## config.mk

```make
export PLATFORM = sky130hd
export DESIGN_NAME = wait_timer_arbiter
export DESIGN_NICKNAME = d
export VERILOG_FILES = /design/src/rtl/wait_timer_arbiter.sv
export SDC_FILE = /design/constraint.sdc
export NUM_CORES = 1
export LEC_CHECK = 0
export CORE_UTILIZATION = 52
export CTS_CLUSTER_DIAMETER = 80
export DETAILED_ROUTE_END_ITERATION = 8
export PLACE_DENSITY = 0.87
export SYNTH_ARGS = -nofsm -noshare
export SYNTH_HDL_FRONTEND = slang
export SYNTH_SLANG_ARGS = --single-unit
```

## constraint.sdc

```tcl
create_clock -name clk -period 5.6 [get_ports clk]
set_input_delay 1.4 -clock clk [delete_from_list [all_inputs] [get_ports clk]]
set_output_delay 1.4 -clock clk [all_outputs]
set_load 0.1 [all_outputs]
```

## src/rtl/wait_timer_arbiter.sv

```systemverilog
// Round-robin arbiter for one shared wait/timeout counter.
// The winner's duration is latched at grant; the owner may abort, otherwise done pulses on expiry.
module wait_timer_arbiter #(
  parameter int NUM_REQ   = 4,
  parameter int CNT_WIDTH = 16
) (
  input  logic                         clk,
  input  logic                         rst_n,
  input  logic [NUM_REQ-1:0]           req,
  input  logic [NUM_REQ-1:0]           cancel,
  input  logic [NUM_REQ*CNT_WIDTH-1:0] wait_cycles,
  output logic [NUM_REQ-1:0]           grant,
  output logic [NUM_REQ-1:0]           done,
  output logic                         busy,
  output logic [CNT_WIDTH-1:0]         cur_count
);

  localparam int PTR_W = (NUM_REQ > 1) ? $clog2(NUM_REQ) : 1;

  typedef enum logic [1:0] {
    IDLE  = 2'd0,
    COUNT = 2'd1,
    DONE  = 2'd2
  } state_e;

  state_e               state_q, state_d;
  logic [PTR_W-1:0]     ptr_q, ptr_d;
  logic [CNT_WIDTH-1:0] cnt_q, cnt_d;
  logic [CNT_WIDTH-1:0] dlat_q, dlat_d;
  logic [NUM_REQ-1:0]   grant_q, grant_d;
  logic [NUM_REQ-1:0]   done_q, done_d;
  logic                 busy_q, busy_d;

  logic [NUM_REQ-1:0]   elig_s;
  logic                 found_s;
  int                   win_s;
  logic [CNT_WIDTH-1:0] dur_s;

  // Next-state, arbitration and counter logic
  always_comb begin
    state_d = state_q;
    ptr_d   = ptr_q;
    cnt_d   = cnt_q;
    dlat_d  = dlat_q;
    grant_d = grant_q;
    done_d  = {NUM_REQ{1'b0}};

    // A requester whose done is showing cannot win again in that same cycle.
    if (state_q == DONE) begin
      elig_s = req & ~cancel & ~done_q;
    end else begin
      elig_s = req & ~cancel;
    end

    found_s = 1'b0;
    win_s   = 0;
    for (int k = 1; k <= NUM_REQ; k++) begin
      if (!found_s && elig_s[(int'(ptr_q) + k) % NUM_REQ]) begin
        found_s = 1'b1;
        win_s   = (int'(ptr_q) + k) % NUM_REQ;
      end else begin
        found_s = found_s;
      end
    end
    dur_s = wait_cycles[win_s*CNT_WIDTH +: CNT_WIDTH];

    case (state_q)
      IDLE, DONE: begin
        if (found_s) begin
          state_d = COUNT;
          grant_d = {{(NUM_REQ-1){1'b0}}, 1'b1} << win_s;
          ptr_d   = PTR_W'(win_s);
          cnt_d   = {CNT_WIDTH{1'b0}};
          dlat_d  = (dur_s == {CNT_WIDTH{1'b0}}) ? CNT_WIDTH'(1) : dur_s;
        end else begin
          state_d = IDLE;
          grant_d = {NUM_REQ{1'b0}};
          cnt_d   = {CNT_WIDTH{1'b0}};
        end
      end
      COUNT: begin
        // Owner abort takes priority over a terminal count in the same cycle.
        if (cancel[ptr_q]) begin
          state_d = IDLE;
          grant_d = {NUM_REQ{1'b0}};
          cnt_d   = {CNT_WIDTH{1'b0}};
        end else if (cnt_q == dlat_q - CNT_WIDTH'(1)) begin
          state_d = DONE;
          grant_d = {NUM_REQ{1'b0}};
          done_d  = grant_q;
          cnt_d   = {CNT_WIDTH{1'b0}};
        end else begin
          cnt_d   = cnt_q + CNT_WIDTH'(1);
        end
      end
      default: begin
        state_d = IDLE;
        grant_d = {NUM_REQ{1'b0}};
        cnt_d   = {CNT_WIDTH{1'b0}};
      end
    endcase

    busy_d = |grant_d;
  end

  // State and output registers
  always_ff @(posedge clk or negedge rst_n) begin
    if (!rst_n) begin
      state_q <= IDLE;
      ptr_q   <= PTR_W'(NUM_REQ - 1);
      cnt_q   <= {CNT_WIDTH{1'b0}};
      dlat_q  <= {CNT_WIDTH{1'b0}};
      grant_q <= {NUM_REQ{1'b0}};
      done_q  <= {NUM_REQ{1'b0}};
      busy_q  <= 1'b0;
    end else begin
      state_q <= state_d;
      ptr_q   <= ptr_d;
      cnt_q   <= cnt_d;
      dlat_q  <= dlat_d;
      grant_q <= grant_d;
      done_q  <= done_d;
      busy_q  <= busy_d;
    end
  end

  assign grant     = grant_q;
  assign done      = done_q;
  assign busy      = busy_q;
  assign cur_count = cnt_q;

endmodule

```

# --- Yosys cells after proc, flatten, opt, wreduce, memory -nomap -nowiden ---
# Index checks and enable logic that the tools add are counted.
op_classes:
  n_mux: 38
  n_lt_le_gt_ge: 5
  n_eq_ne: 4
  reduce_logical: 15
  bitwise: 8
  n_shift: 2
  addsub: 6
op_table:
  columns: ["operator", "n"]
  rows:
  - ["32-bit 2-to-1 mux", 4]
  - ["16-bit 2-to-1 mux", 4]
  - ["64-bit by 32-bit indexed part select with 16-bit output", 1]
  - ["1-bit by 32-bit << shifter with 4-bit output, first input constant", 1]
  - ["4-bit 2-to-1 mux", 7]
  - ["16-bit by 1-bit adder with 16-bit output, second input constant", 1]
  - ["16-bit equality test", 1]
  - ["16-bit zero test", 1]
  - ["3-bit by 4-bit < comparator with 1-bit output, second input constant", 4]
  - ["16-bit by 1-bit subtractor with 16-bit output, second input constant", 1]
  - ["1-bit 2-to-1 mux", 14]
  - ["1-bit binary-select mux with 2-bit select", 5]
  - ["2-bit OR reduction", 5]
  - ["4-bit AND", 2]
  - ["4-bit inverter", 2]
  - ["4-bit one-hot mux with 2 select lines", 1]
  - ["2-bit by 1-bit adder with 2-bit output, second input constant", 2]
  - ["2-bit adder, second input constant", 2]
  - ["1-bit AND, first input constant", 4]
  - ["2-bit 2-to-1 mux", 2]
  - ["2-bit one-hot mux with 2 select lines", 1]
  - ["4-bit OR reduction", 1]
  - ["1-bit logical AND", 3]
  - ["1-bit zero test", 3]
  - ["other kinds (6)", 6]
totals:
  regBits: 45
  in_bits: 74

# --- Longest topological paths before layout ---
# Gate-level depths: netlist (run 1).
logic_depth:
  ltp_word: 21
  depth_mapped: 12

# --- Least setup slack after synthesis (run 1) ---
# OpenSTA, ideal clock, no wires.
synth_timing:
  kind: "input to register"
  from: "input req[1]"
  to: "register dlat_q[0]"
  t_arrival_ns: 3.481
  required_ns: 5.518
  setup_time_ns: 0.082
  setup_slack_ns: 2.037
  cell_stages: 10
  cell_sequence: "nor2b_1 > nand3b_1 > o221a_2 > buf_2 > clkbuf_1 > a31o_2 > o22ai_1 > nand4_1 > or4_1 > a31oi_1"
synth_between:
  elab_chain_cells: 19
  word_cells_on_any_way: 33
  classes_between: "shift (1); mux (22); bitwise (2); reduce/logical (8)"
synth_lines:
  columns: ["item", "line_no", "rtl"]
  rows:
  - ["start, declared", "9", "input logic [NUM_REQ-1:0] req,"]
  - ["4-bit AND *", "50, 52", null]
  - ["4-bit AND", "50", "elig_s = req & ~cancel & ~done_q;"]
  - ["4-bit 2-to-1 mux *", "49", "if (state_q == DONE) begin"]
  - ["1-bit binary-select mux with 2-bit select", "58", "if (!found_s && elig_s[(int'(ptr_q) + k) % NUM_REQ]) begin"]
  - ["1-bit 2-to-1 mux (implied by the code) (2 in series)", "58", null]
  - ["1-bit 2-to-1 mux", "58", null]
  - ["1-bit zero test", "58", null]
  - ["1-bit logical AND", "58", null]
  - ["[2 not listed]", null, null]
  - ["1-bit logical AND", "58", null]
  - ["1-bit 2-to-1 mux", "58", null]
  - ["1-bit zero test", "58", null]
  - ["1-bit logical AND", "58", null]
  - ["32-bit 2-to-1 mux", "58", null]
  - ["64-bit by 32-bit indexed part select with 16-bit output", "65", "dur_s = wait_cycles[win_s*CNT_WIDTH +: CNT_WIDTH];"]
  - ["16-bit zero test", "74", "dlat_d = (dur_s == {CNT_WIDTH{1'b0}}) ? CNT_WIDTH'(1) : dur_s;"]
  - ["16-bit 2-to-1 mux", "74", null]
  - ["end signal, assigned", "112", "dlat_q <= {CNT_WIDTH{1'b0}};"]
  - ["end signal, assigned", "120", "dlat_q <= dlat_d;"]
  - ["end, declared", "29", "logic [CNT_WIDTH-1:0] dlat_q, dlat_d;"]
# Every way passes the cells marked *; elsewhere a longest branch is shown, timed or not. The select of a mux whose other input is x is not followed.
# A chain may end at the register's enable or synchronous reset.

# --- Worst setup path in the final report (run 1) ---
# Ends and elaborated chain as after synthesis.

==> qor.yml, run 1 <==
final_antenna_net_count: 0
cts.reportedPaths.clkPinSlew_ps: 90
arrival_ps: 4630
dp_cells: 526
worstSetupStartpoint: "req[1]"
post_cts_resized: 0
hold_viol: 0
drive_above_1_share_pct: 12.4
powerDensity_nw_per_um2: 391
cts_tree: "built"
drt_iter0_markers: 152
fmax_mhz: 227
grt_pass1_wl_mm: 13.7
synthTopCellsByCount: "43 x dfrtp_1, 31 x a31o_2, 29 x a21boi_0, 29 x nor2_1, 23 x nand2_1"
detailedPlace.worstSlack_ps: 932
grtUsageTotal_pct: 26.7
numCtsBuffers: 5
crit_chain: "clkdlybuf4s50_1 > nor2b_1 > a2bb2oi_1 > or3_1 > buf_4 > a31o_2 > o22ai_1 > nand4_1 > or4_1 > a31oi_1"
fin_crit_ps: 4400
grt_max_degree: 63
cp-start-kind: "input port"
setup_viol: 0
wirelength_mm: 8.69
crit_required_ps: 5830
core_um2: 6060
finClkSkew_ps: 10.8
routedWlPerCell_um: 16.3
vdd_ir_drop_max_mv: 0.503
cpPeakStageDelay_ps: 640
netlist_instances: 379
whs_endpoint: "grant[0]"
post-dp-hpwl_mm: 6.58
rsz0062_at_grt: "false"
clock-sinks: 45
maxCapViolations: 0
areaGrowthSynthToFinish_pct: 30.6
start_util_pct: 55.0
syn_area_per_cell_um2: 8.80
layout_setup_ws_ps: 1200
fin_setup_tns_ps: 0
die_width_um: 82.1
slew_headroom_pct: 34.1
cts_root_buf: "clkbuf_8"
synth_fp_nets: 455
grt_remaining_overflow: 0
yosys.area.top_type: "dfrtp_1"
slew_viol_final: 0
tightest_slew_ps: 989
clock_latency_ps: 300
status: "completed"
grt_pass1_vias: 3037
nets: 534
cts_max_level: 2
min_path_cells: 2
min_from: "grant[0]"
r2r_end: "busy"
dpl-instance-area_um2: 4270
cp_top_family: "simple AND/OR/NAND/NOR gates"
viasPerCell: 6.01
chipHeight_um: 82.1
rows: 28
post_cts_buffers: 0
diodes: 0
async_reset_ff_share_pct: 100
ys.flop_type: "dfrtp_1"
worst-path-buf-inv: 2
worst-setup-path-type: "input port to flop"
drc: 0
pin_count: 99
yosysUniqueCellTypes: 56
post-synth-top-count-cell: "dfrtp_1"
hold_class: "flop to flop"
leakage_nw: 1.68
finalNonFillerCells: 534
whs_ps: 551
period_share_pct: 78.5
synth_area_um2: 3330
ys_seq_area_share_pct: 33.8
rrSetupSlack_ps: 2100
ys_seq_elements: 45
cp_slowest_cell: "or3_1"
stdcell_area_um2: 4360
cp_max_fo: 35
synth_top_area_share_pct: 32.3
portBuffers: 98
cp-end-kind: "flop"
synth-edff-count: 0
timing.rr.start: "dlat_q[0]"
clockBufferDepth: 2
gp_congestion: 0.896
dr.pass1.iters: 4
yosysWarnings: 0
vias: 3212
rr_worst_depth: 10
antenna_found_initial: 0
die-area_um2: 6740
hold_buffers: 0
synthTopCellsByArea: "dfrtp_1 32%, a31o_2 8.1%, a21boi_0 6.5%"
[final cells by class]
cell class	count	area, µm²
Clock buffer	7	76.3
Clock inverter	1	8.76
Fill cell	478	1710
Inverter	17	63.8
Multi-Input combinational cell	288	1990
Sequential cell	45	1130
Tap cell	75	93.8
Timing Repair Buffer	101	998
[how the worst max path moves through the flow]
stage	to	slack, ps	cells past startpoint
floorplan	dlat_q[0]	2040	10
global placement	dlat_q[0]	1030	10
detailed placement	dlat_q[0]	930	10
CTS	dlat_q[0]	1230	10
global route	dlat_q[0]	990	10
finish	dlat_q[0]	1200	10
[cell families (layout without fill, tap and decap cells)]
group / count (synthesis) / after routing / share of synthesized area [%]
compound gates: 133 / 133 / 30.3
xor+xnor: 31 / 31 / 8.14
fa+ha+maj: 2 / 2 / 0.750
buf+inv: 46 / 126 / 6.60
flops: 45 / 45 / 33.8
mux: 4 / 4 / 1.28
simple gates: 118 / 118 / 19.1
[flip-flops by register name, indices dropped and copies added (netlist names)]
register	cells
busy	1
cur_count	16
dlat_q	16
done	4
grant	4
ptr_q	2
state_q	2
[per-stage QoR]
| stage | util (%) | power [mW] |
|---|---|---|
| after global placement | 70.5 | 1.47 |
| final | 71.9 | 1.70 |
| after floorplan | - | 1.30 |
| after global routing | 71.9 | 1.82 |
| after CTS | 71.9 | 1.71 |
| after detailed placement | 70.5 | 1.50 |
[metal layers]
layer | track usage (%) | up-vias | share of wire, %
met2 | 51.8 | 75 | 54
met1 | 30.3 | 1550 | 41
met3 | 3.89 | 18 | 3.5
met5 | 0 | - | 0
met4 | 6.14 | 0 | 1.2
li1 | - | 1569 | -
[tightest hold or removal path, delay by kind of cell (launching register included)]
kind                   cells  cell delay [ps]
DFF                        1              370
buffers and inverters      1               60
AOI/OAI and AO/OA          1               80
[where the power goes]
part	internal, mW	switching (mW)	total, mW
Clock	0.0892	0.107	0.196
Sequential	0.419	0.134	0.552
Combinational	0.374	0.582	0.956
Total	0.882	0.823	1.70
[placed cells by master (no fill, tap or decap), drive strengths merged, types with 12 or more instances in the layout]
cell type,instances
clkdlybuf4s50,97
dfrtp,43
a31o,32
nor2,29
a21boi,29
nand2,23
xnor2,19
o21ai,18
o22ai,18
inv,17
xor2,12
nand3,12
(Power assumes the default switching activity.)
==> run 2, diff against run 1 <==
--- a/config.mk
+++ b/config.mk
@@ -5,10 +5,10 @@
 export SDC_FILE = /design/constraint.sdc
 export NUM_CORES = 1
 export LEC_CHECK = 0
-export CORE_UTILIZATION = 52
+export CORE_UTILIZATION = 48
 export CTS_CLUSTER_DIAMETER = 80
 export DETAILED_ROUTE_END_ITERATION = 8
-export PLACE_DENSITY = 0.87
+export PLACE_DENSITY = 0.81
 export SYNTH_ARGS = -nofsm -noshare
 export SYNTH_HDL_FRONTEND = slang
 export SYNTH_SLANG_ARGS = --single-unit
==> constraint.sdc (replaced) <==
create_clock -name clk -period 4.4 [get_ports clk]
set_input_delay 1.1 -clock clk [delete_from_list [all_inputs] [get_ports clk]]
set_output_delay 1.1 -clock clk [all_outputs]
set_load 0.1 [all_outputs]
==> run 2 against run 1 <==
Core utilization shrank 6.6 points. Worst hold slack lost 30 ps. Count of clock-buffer cells in the layout decreased by 2. Worst setup slack worse by 480 ps. Sequential share of layout area shrank 0.30 points. Cell area is 1.2% higher. Cell count grew 0.75%. Die area rose by 8.1%. Via count down 1.8%. Global-route usage is 2.4 points lower. Wire length fell by 1.0%.
==> qor.yml, run 2 (same netlist as run 1, synthesis figures left out) <==
clock_latency_ps: 300  # about the same
grt_remaining_overflow: 0  # unchanged
arrival_ps: 3900  # -730 ps
power.total_mw: 2.24  # +31%
numCtsBuffers: 5  # unchanged
cp-start-kind: "input port"
cp_slowest_cell: "or4_1"
slew_viol_final: 0  # unchanged
cts_max_level: 2  # unchanged
powerDensity_nw_per_um2: 508  # +30%
viasPerCell: 5.86  # -2.5%
crit_required_ps: 4630  # -1200 ps
hold_viol: 0  # unchanged
cpPeakStageDelay_ps: 520  # -120 ps
grt_pass1_vias: 3050  # +0.43%
die_width_um: 85.3  # +4.0%
start_util_pct: 49.4  # -5.7 points
chipHeight_um: 85.3  # +4.0%
detailedPlace.worstSlack_ps: 468  # -463 ps
rsz0062_at_grt: "false"
fin_crit_ps: 3670
post_cts_buffers: 0  # unchanged
gp_congestion: 0.813  # -9.2%
nets: 534  # unchanged
pin_count: 99  # unchanged
final_common_cell: "clkdlybuf4s50_1"
maxCapViolations: 0  # unchanged
period_share_pct: 83.5
leakage_nw: 1.70  # +1.5%
cp-end-kind: "flop"
vias: 3155  # -1.8%
clockBufferDepth: 2  # unchanged
drt_iter0_markers: 184  # +21%
layout_common_cells: "97 x clkdlybuf4s50_1, 43 x dfrtp_1, 31 x a31o_2, 29 x nor2_1, 29 x a21boi_0"
die-area_um2: 7280  # +8.1%
diodes: 0  # unchanged
cp_max_fo: 19  # -46%
clock-sinks: 45  # unchanged
cts.reportedPaths.clkPinSlew_ps: 80  # about the same
worst-setup-path-type: "input port to flop"
hold_buffers: 0  # unchanged
status: "completed"
cts_tree: "built"
vdd_ir_drop_max_mv: 0.207  # -59%
tightest_slew_ps: 988  # -0.210 ps
drive_above_1_share_pct: 12.9  # +0.46 points
final_antenna_net_count: 0  # unchanged
fmax_mhz: 272
portBuffers: 98  # unchanged
setup_viol: 0  # unchanged
core_um2: 6760  # +11%
routedWlPerCell_um: 16.0  # -1.8%
grt_max_degree: 63  # unchanged
drc: 0  # unchanged
areaGrowthSynthToFinish_pct: 32.2
layout_setup_ws_ps: 725  # -477 ps
wirelength_mm: 8.59  # -1.0%
finClkSkew_ps: 4.09  # -6.72 ps
dr.pass1.iters: 4  # unchanged
grtUsageTotal_pct: 24.3  # -2.4 points
cp_top_family: "compound AO/OA/AOI/OAI gates"
hold_class: "flop to flop"
antenna_found_initial: 0  # unchanged
cts_root_buf: "clkbuf_8"
post-dp-hpwl_mm: 6.43  # -2.4%
post_cts_resized: 0  # unchanged
grt_pass1_wl_mm: 14.1  # +3.3%
crit_chain: "clkdlybuf4s50_1 > nand2b_1 > o31ai_1 > o221ai_2 > a31o_2 > o22ai_1 > nand4_1 > or4_1 > a31oi_1"
fin_setup_tns_ps: 0  # unchanged
rows: 30  # +7.1%
worst-path-buf-inv: 1  # -1
slew_headroom_pct: 33.9  # -0.19 points
run 2: worst paths after layout:
kind	slack (ps)	cells past startpoint	end	start
max	730	9	dlat_q[0]	cancel[3]
min	520	2	dlat_q[7]	dlat_q[7]
max reg2reg	940	10	busy	dlat_q[0]
min reg2reg	520	2	dlat_q[7]	dlat_q[7]
max in group asynchronous	2850	1	dlat_q[15]	rst_n
min in group asynchronous	950	1	cur_count[3]	rst_n
run 2: report_power, final:
group          internal, mW  switching [mW]  total [mW]
Combinational         0.492           0.738        1.23
Sequential            0.533           0.169       0.703
Clock                 0.165           0.141       0.306
run 2: metal layers:
| layer | track usage, % | up-vias | routed length, µm |
|---|---|---|---|
| li1 | - | 1561 | - |
| met1 | 28.5 | 1510 | 3600 |
| met5 | 0 | - | 0 |
| met3 | 4.18 | 16 | 313 |
| met2 | 45.4 | 68 | 4520 |
| met4 | 6.97 | 0 | 157 |
run 2: through the flow:
stage               cell area [µm²]  utilization (%)  std cells  hold slack [ps]
floorplan                      3330                -        379              470
global placement               4300             63.7        531              509
detailed placement             4300             63.7        531              513
CTS                            4410             65.2        538              531
global route                   4410             65.2        538              569
finish                         4410             65.2        538              521
run 2: final cells by class:
cell class	count	area, µm²
Clock buffer	5	68.8
Clock inverter	2	35.0
Fill cell	608	2350
Inverter	17	63.8
Multi-Input combinational cell	288	1990
Sequential cell	45	1130
Tap cell	80	100
Timing Repair Buffer	101	1020
run 2: tightest hold or removal path, stage by stage, from the launching register on:
cell and delay [ps]:
dfrtp_1 370, nand2_1 50, o21ai_0 60
